`config.mk`:
```
export PLATFORM = sky130hd
export DESIGN_NAME = sigencode_z_multi
export DESIGN_NICKNAME = d
export VERILOG_FILES = /design/src/rtl/sigencode_z_multi.sv
export SDC_FILE = /design/constraint.sdc
export NUM_CORES = 1
export LEC_CHECK = 0
export BUFFER_PORTS_ARGS = -buffer_cell sky130_fd_sc_hd__clkbuf_2
export CAP_MARGIN = 20
export CORE_UTILIZATION = 55
export DETAILED_ROUTE_END_ITERATION = 6
export GPL_TIMING_DRIVEN = 0
export PLACE_DENSITY = 0.84
export SYNTH_ARGS = -nofsm -noshare
export SYNTH_HDL_FRONTEND = slang
export SYNTH_SLANG_ARGS = --single-unit
```
`constraint.sdc`:
```
create_clock -name clk -period 6.52 [get_ports clk]
set_input_delay 1.304 -clock clk [delete_from_list [all_inputs] [get_ports clk]]
set_output_delay 1.304 -clock clk [all_outputs]
set_load 0.02 [all_outputs]
```
`src/rtl/sigencode_z_multi.sv`:
```
// rtl/sigencode_z_multi.sv - multi-polynomial signature z encoder, two read/write lanes of COEFF_PER_WORD coefficients
package sigencode_z_pkg;
   localparam int ABR_MEM_ADDR_WIDTH = 15;

   typedef enum logic [1:0] {
      RW_IDLE  = 2'd0,
      RW_READ  = 2'd1,
      RW_WRITE = 2'd2
   } mem_rw_e;

   typedef struct packed {
      mem_rw_e                       rd_wr_en;
      logic [ABR_MEM_ADDR_WIDTH-1:0] addr;
   } mem_if_t;

   typedef struct packed {
      mem_rw_e                       rd_wr_en;
      logic [ABR_MEM_ADDR_WIDTH-1:0] addr;
   } sig_mem_if_t;
endpackage

module sigencode_z_multi
   import sigencode_z_pkg::*;
#(
   parameter int MEM_ADDR_WIDTH = ABR_MEM_ADDR_WIDTH,
   parameter int REG_SIZE       = 24,
   parameter int MAX_GAMMA1     = 19,
   parameter int MAX_POLY       = 7,
   parameter int COEFF_PER_WORD = 4
)(
   input  logic                                        clk,
   input  logic                                        reset_n,
   input  logic                                        zeroize,
   input  logic                                        sigencode_z_enable,
   input  logic [MEM_ADDR_WIDTH-1:0]                   src_base_addr,
   input  logic [MEM_ADDR_WIDTH-1:0]                   dest_base_addr,
   input  logic [2:0]                                  num_poly,
   input  logic                                        gamma1_mode,
   output mem_if_t                                     mem_a_rd_req,
   output mem_if_t                                     mem_b_rd_req,
   input  logic [COEFF_PER_WORD-1:0][REG_SIZE-1:0]     mem_a_rd_data,
   input  logic [COEFF_PER_WORD-1:0][REG_SIZE-1:0]     mem_b_rd_data,
   output sig_mem_if_t                                 sigmem_a_wr_req,
   output sig_mem_if_t                                 sigmem_b_wr_req,
   output logic [COEFF_PER_WORD-1:0][MAX_GAMMA1:0]     sigmem_a_wr_data,
   output logic [COEFF_PER_WORD-1:0][MAX_GAMMA1:0]     sigmem_b_wr_data,
   output logic                                        sigencode_z_busy,
   output logic                                        sigencode_z_done,
   output logic                                        range_err
);
   localparam int RD_PER_POLY = 256 / (2 * COEFF_PER_WORD);
   localparam int CNT_W       = $clog2(MAX_POLY * RD_PER_POLY);
   localparam logic [REG_SIZE:0] Q = (REG_SIZE+1)'(8380417);

   typedef logic [MEM_ADDR_WIDTH-1:0]               addr_t;
   typedef logic [COEFF_PER_WORD-1:0][MAX_GAMMA1:0] lanes_t;
   typedef enum logic [1:0] {ST_IDLE, ST_RUN, ST_DRAIN, ST_DONE} state_e;

   state_e           state_q, state_d;
   addr_t            src_q, src_d, dest_q, dest_d, wr_addr_q, wr_addr_d;
   logic [CNT_W-1:0] last_q, last_d, rd_cnt_q, rd_cnt_d, wr_cnt_q, wr_cnt_d;
   logic             gamma_q, gamma_d, rd_vld_q, rd_vld_d, wr_vld_q, wr_vld_d;
   logic             drain_q, drain_d, err_q, err_d;
   lanes_t           wr_a_q, wr_a_d, wr_b_q, wr_b_d;
   lanes_t           enc_a, enc_b;
   logic [2*COEFF_PER_WORD-1:0] err_vec;
   logic             legal;
   addr_t            rd_addr;

   // Returns {out_of_range, encoded}; centred value G - c with negatives folded via q.
   function automatic logic [MAX_GAMMA1+1:0] encode(input logic [REG_SIZE-1:0] c, input logic mode);
      logic [REG_SIZE:0] g, cc, v;
      g  = mode ? ((REG_SIZE+1)'(1) << MAX_GAMMA1) : ((REG_SIZE+1)'(1) << (MAX_GAMMA1 - 2));
      cc = {1'b0, c};
      if (cc <= g)                  v = g - cc;
      else if (cc < Q && cc > Q - g) v = g + (Q - cc);
      else                           return {1'b1, {(MAX_GAMMA1+1){1'b0}}};
      return {1'b0, (MAX_GAMMA1+1)'(v)};
   endfunction

   for (genvar i = 0; i < COEFF_PER_WORD; i++) begin : g_lane
      logic [MAX_GAMMA1+1:0] res_a, res_b;
      assign res_a          = encode(mem_a_rd_data[i], gamma_q);
      assign res_b          = encode(mem_b_rd_data[i], gamma_q);
      assign enc_a[i]       = res_a[MAX_GAMMA1:0];
      assign enc_b[i]       = res_b[MAX_GAMMA1:0];
      assign err_vec[2*i]   = res_a[MAX_GAMMA1+1];
      assign err_vec[2*i+1] = res_b[MAX_GAMMA1+1];
   end

   always_comb begin
      state_d   = state_q;
      src_d     = src_q;
      dest_d    = dest_q;
      last_d    = last_q;
      gamma_d   = gamma_q;
      rd_cnt_d  = rd_cnt_q;
      wr_cnt_d  = wr_cnt_q;
      wr_addr_d = wr_addr_q;
      drain_d   = drain_q;
      err_d     = err_q;
      rd_vld_d  = (state_q == ST_RUN);
      wr_vld_d  = rd_vld_q;
      wr_a_d    = '0;
      wr_b_d    = '0;
      legal     = (num_poly != 3'd0) && (int'(num_poly) <= MAX_POLY);

      if (rd_vld_q) begin
         wr_a_d    = enc_a;
         wr_b_d    = enc_b;
         wr_addr_d = dest_q + addr_t'({wr_cnt_q, 1'b0});
         wr_cnt_d  = wr_cnt_q + CNT_W'(1);
         if (|err_vec) err_d = 1'b1;
      end

      case (state_q)
         ST_IDLE: begin
            if (sigencode_z_enable) begin
               src_d    = src_base_addr;
               dest_d   = dest_base_addr;
               gamma_d  = gamma1_mode;
               last_d   = CNT_W'(int'(num_poly) * RD_PER_POLY - 1);
               rd_cnt_d = '0;
               wr_cnt_d = '0;
               err_d    = !legal;
               state_d  = legal ? ST_RUN : ST_DONE;
            end
         end
         ST_RUN: begin
            rd_cnt_d = rd_cnt_q + CNT_W'(1);
            if (rd_cnt_q == last_q) begin
               state_d = ST_DRAIN;
               drain_d = 1'b0;
            end
         end
         ST_DRAIN: begin
            drain_d = 1'b1;
            if (drain_q) state_d = ST_DONE;
         end
         default: state_d = ST_IDLE;
      endcase

      if (zeroize) begin
         state_d   = ST_IDLE;
         src_d     = '0;
         dest_d    = '0;
         last_d    = '0;
         gamma_d   = 1'b0;
         rd_cnt_d  = '0;
         wr_cnt_d  = '0;
         wr_addr_d = '0;
         drain_d   = 1'b0;
         err_d     = 1'b0;
         rd_vld_d  = 1'b0;
         wr_vld_d  = 1'b0;
         wr_a_d    = '0;
         wr_b_d    = '0;
      end
   end

   always_ff @(posedge clk or negedge reset_n) begin
      if (!reset_n) begin
         state_q   <= ST_IDLE;
         src_q     <= '0;
         dest_q    <= '0;
         last_q    <= '0;
         gamma_q   <= 1'b0;
         rd_cnt_q  <= '0;
         wr_cnt_q  <= '0;
         wr_addr_q <= '0;
         drain_q   <= 1'b0;
         err_q     <= 1'b0;
         rd_vld_q  <= 1'b0;
         wr_vld_q  <= 1'b0;
         wr_a_q    <= '0;
         wr_b_q    <= '0;
      end else begin
         state_q   <= state_d;
         src_q     <= src_d;
         dest_q    <= dest_d;
         last_q    <= last_d;
         gamma_q   <= gamma_d;
         rd_cnt_q  <= rd_cnt_d;
         wr_cnt_q  <= wr_cnt_d;
         wr_addr_q <= wr_addr_d;
         drain_q   <= drain_d;
         err_q     <= err_d;
         rd_vld_q  <= rd_vld_d;
         wr_vld_q  <= wr_vld_d;
         wr_a_q    <= wr_a_d;
         wr_b_q    <= wr_b_d;
      end
   end

   always_comb begin
      rd_addr         = src_q + addr_t'({rd_cnt_q, 1'b0});
      mem_a_rd_req    = '{rd_wr_en: RW_IDLE, addr: '0};
      mem_b_rd_req    = '{rd_wr_en: RW_IDLE, addr: '0};
      sigmem_a_wr_req = '{rd_wr_en: RW_IDLE, addr: '0};
      sigmem_b_wr_req = '{rd_wr_en: RW_IDLE, addr: '0};
      if (state_q == ST_RUN) begin
         mem_a_rd_req = '{rd_wr_en: RW_READ, addr: (ABR_MEM_ADDR_WIDTH)'(rd_addr)};
         mem_b_rd_req = '{rd_wr_en: RW_READ, addr: (ABR_MEM_ADDR_WIDTH)'(rd_addr + addr_t'(1))};
      end
      if (wr_vld_q) begin
         sigmem_a_wr_req = '{rd_wr_en: RW_WRITE, addr: (ABR_MEM_ADDR_WIDTH)'(wr_addr_q)};
         sigmem_b_wr_req = '{rd_wr_en: RW_WRITE, addr: (ABR_MEM_ADDR_WIDTH)'(wr_addr_q + addr_t'(1))};
      end
   end

   // Data registers are only loaded on data cycles, so they already read 0 when idle.
   assign sigmem_a_wr_data = wr_a_q;
   assign sigmem_b_wr_data = wr_b_q;
   assign sigencode_z_busy = (state_q != ST_IDLE);
   assign sigencode_z_done = (state_q == ST_DONE);
   assign range_err        = err_q;
endmodule

```
==> impl_metrics.tcl <==
set metrics [dict create \
    status "complete, no violations" \
    fp.dieW_um 187.2 \
    rows 67 \
    cts-buffers-inserted 28 \
    detail-route-antenna-nets 0 \
    die_area_um2 35050 \
    firstDrtPassIters 5 \
    io_buffers 451 \
    path_delay_family "simple AND/OR/NAND/NOR gates" \
    wire_per_inst_um 17.44 \
    finalSetupViolCount 0 \
    crit_start "rd_cnt_q[0]$_DFFE_PN0P_" \
    grt_max_degree 101 \
    synth_flop_cell "dfrtp_1" \
    hold_viol_final 0 \
    h-tree-depth 1 \
    drv_slew 0 \
    postCtsResizedCells 0 \
    synth_area_per_cell_um2 8.660 \
    wl_um 54740 \
    hpwlAfterDp_um 43320 \
    initialDrtViolationCount 1126 \
    end_kind "output port" \
    synth.top_cell.area_share 0.3077 \
    start_kind "flop" \
    hold_buffers 0 \
    grt_pass1_wl_um 89420 \
    cts.path.max_buffers 3 \
    area_growth_pct 20.53 \
    top_layer "met5" \
    yosys_warnings 0 \
    synth_top_area_cell "dfrtp_1" \
    cp_data_arrival_time_ns 3.87 \
    period_share 0.7942 \
    drive_gt1_frac 0.2147 \
    die_y_um 187.2 \
    r2r-end "sigmem_a_wr_data[36]$_DFF_PN0_" \
    crit_chain "ha_1 -> fa_1 -> xor2_1 -> o21ai_0 -> and4bb_2 -> nand4_1 -> nor4_2 -> a31oi_1 -> nor3_1 -> clkbuf_2" \
    worstSetupPathType "reg -> out" \
    syn_inst 2179 \
    synthesis.area_um2 18870 \
    hold_class "reg -> reg" \
    rsz0062_at_grt "false" \
    postCtsSetupBuffers 0 \
    drc 0 \
    path_buf_inv 1 \
    async_reset_ff_frac 1.000 \
    grt_pass1_vias 17923 \
    maxCapViolCount 0 \
    finalSetupTns_ns 0 \
    power_leakage_nw 11.17 \
    slowest_stage "nor4_2" \
    grt_overflow 0 \
    clk_latency_ns 0.56 \
    worst_slew_pin_slew_ns 1.082 \
    drt-met1-wl_um 21670 \
    crit_fanout 7 \
    crit_end "mem_b_rd_req[13]" \
    route.met2.wl_um 26750 \
    max_clock_freq_mhz 193.1 \
    relSlewSlack 0.2720 \
    power_mw 4.604 \
    wl_met3_um 4176 \
    fin_skew_ns 0.009911 \
    cp.required_ns 5.22 \
    cts.sinks 232 \
    synth_edf_count 0 \
    antenna_found_initial 5 \
    gp_congestion 0.9511 \
    ys_seq_area_frac 0.3077 \
    root_buffer "clkbuf_16" \
    cts_tree "built" \
    path_depth 10 \
    synth_area_leaders "dfrtp_1 (31%), ha_1 (14%), xnor2_1 (6.1%), nor2_1 (5.5%), xor2_1 (4.2%)" \
    post_drt_via_cell_ratio 5.698 \
    io_pins 461 \
    globalRouteTotalUtil 0.3100 \
    nNetsFinal 3123 \
    fin_crit_ns 5.178 \
    design.core.area_um2 33620 \
    path_clk_slew_ns 0.06 \
    yosys.cell_types.count 92 \
    powerDensity_nw_per_um2 202.4 \
    synth-seq-cells 232 \
    cp_slowest_stage_delay_ns 0.51 \
    rrSetupSlack_ns 2.01 \
    initial_core_util 0.5613 \
    peakVddDrop_uv 190.7 \
    num_vias 17887 \
    rr_startpoint "gamma_q$_DFFE_PN0P_" \
    worstRegToRegCells 10 \
]
final cells by class:
cell class / instances / area (µm²)
Clock inverter: 14 / 181.4
Antenna cell: 4 / 10.01
Buffer: 79 / 357.8
Timing Repair Buffer: 453 / 2321
Fill cell: 2765 / 10870
Multi-Input combinational cell: 1722 / 12160
Inverter: 149 / 559.3
Clock buffer: 38 / 789.5
Tap cell: 448 / 560.5
Sequential cell: 232 / 5806
per-layer routing:
layer	GRT usage	vias up
met4	0.1311	2
met3	0.05966	155
met1	0.3748	8477
li1	-	8553
met2	0.5375	700
met5	0	-
cell usage after synthesis (38+ instances only):
cell	count
a21oi_1	124
inv_1	149
ha_1	218
xnor2_1	131
and2_1	46
xor2_1	91
nor2_1	278
nand2_1	167
nand3_1	53
nor3_1	69
o21ai_0	38
dfrtp_1	232
clkbuf_1	50
a211oi_1	52
worst min-delay path by stage:
stage	start	slack [ns]	cells after the start	endpoint
floorplan	dest_q[0]$_DFFE_PN0P_	0.49	2	wr_addr_q[0]$_DFFE_PN0P_
global placement	dest_q[0]$_DFFE_PN0P_	0.51	2	wr_addr_q[0]$_DFFE_PN0P_
detailed placement	src_q[3]$_DFFE_PN0P_	0.53	2	src_q[3]$_DFFE_PN0P_
CTS	src_q[3]$_DFFE_PN0P_	0.54	2	src_q[3]$_DFFE_PN0P_
global route	dest_q[0]$_DFFE_PN0P_	0.55	2	dest_q[0]$_DFFE_PN0P_
finish	src_q[3]$_DFFE_PN0P_	0.54	2	src_q[3]$_DFFE_PN0P_
state kept, by name, indices dropped and copies added (netlist names):
signal	count
sigmem_a_wr_data	80
sigmem_b_wr_data	80
dest_q	15
src_q	15
wr_addr_q	15
rd_cnt_q	8
wr_cnt_q	8
last_q	4
state_q	2
drain_q	1
gamma_q	1
range_err	1
rd_vld_q	1
wr_vld_q	1
cell usage in the layout, fill, tap and decap left out, types with 30 or more instances in the layout:
| cell type | count |
|---|---|
| clkbuf_2 | 451 |
| nor2_1 | 278 |
| dfrtp_1 | 232 |
| ha_1 | 218 |
| nand2_1 | 167 |
| inv_1 | 148 |
| xnor2_1 | 131 |
| a21oi_1 | 124 |
| xor2_1 | 91 |
| nor3_1 | 69 |
| clkbuf_1 | 56 |
| nand3_1 | 53 |
| a211oi_1 | 52 |
| and2_1 | 46 |
| o21ai_0 | 38 |
| nand4_1 | 30 |
| nor2b_1 | 30 |
tightest hold or removal path, stage by stage (launching register included):
cell	delay, ns
dfrtp_1	0.38
nand2_1	0.06
a21oi_1	0.05
power by group:
part	internal (mW)	total, mW	switching (mW)	leakage, nW
sequential	1.50	1.58	0.0780	3.22
clock	1.01	1.64	0.638	0.471
combinational	0.520	1.38	0.859	7.48
per-stage QoR:
step	util	setup WS [ns]	instance area (µm²)	hold slack, ns	cells
2_1_floorplan	-	2.120	18880	0.4897	2182
3_3_place_gp	0.6455	-0.4502	21700	0.5113	3081
3_5_place_dp	0.6474	1.955	21760	0.5284	3083
4_1_cts	0.6763	1.355	22730	0.5365	3135
5_1_grt	0.6764	1.034	22740	0.5503	3137
6_report	0.6766	1.342	22740	0.5371	3139
cells by family after synthesis:
| logic type | share of synthesized area |
|---|---|
| fa+ha+maj | 0.1552 |
| mux | 0.01346 |
| flops | 0.3077 |
| xor+xnor | 0.1030 |
| simple gates | 0.2353 |
| other cells | 0.0001987 |
| buf+inv | 0.04860 |
| compound gates | 0.1366 |
Power figures use the tool's default switching activity.
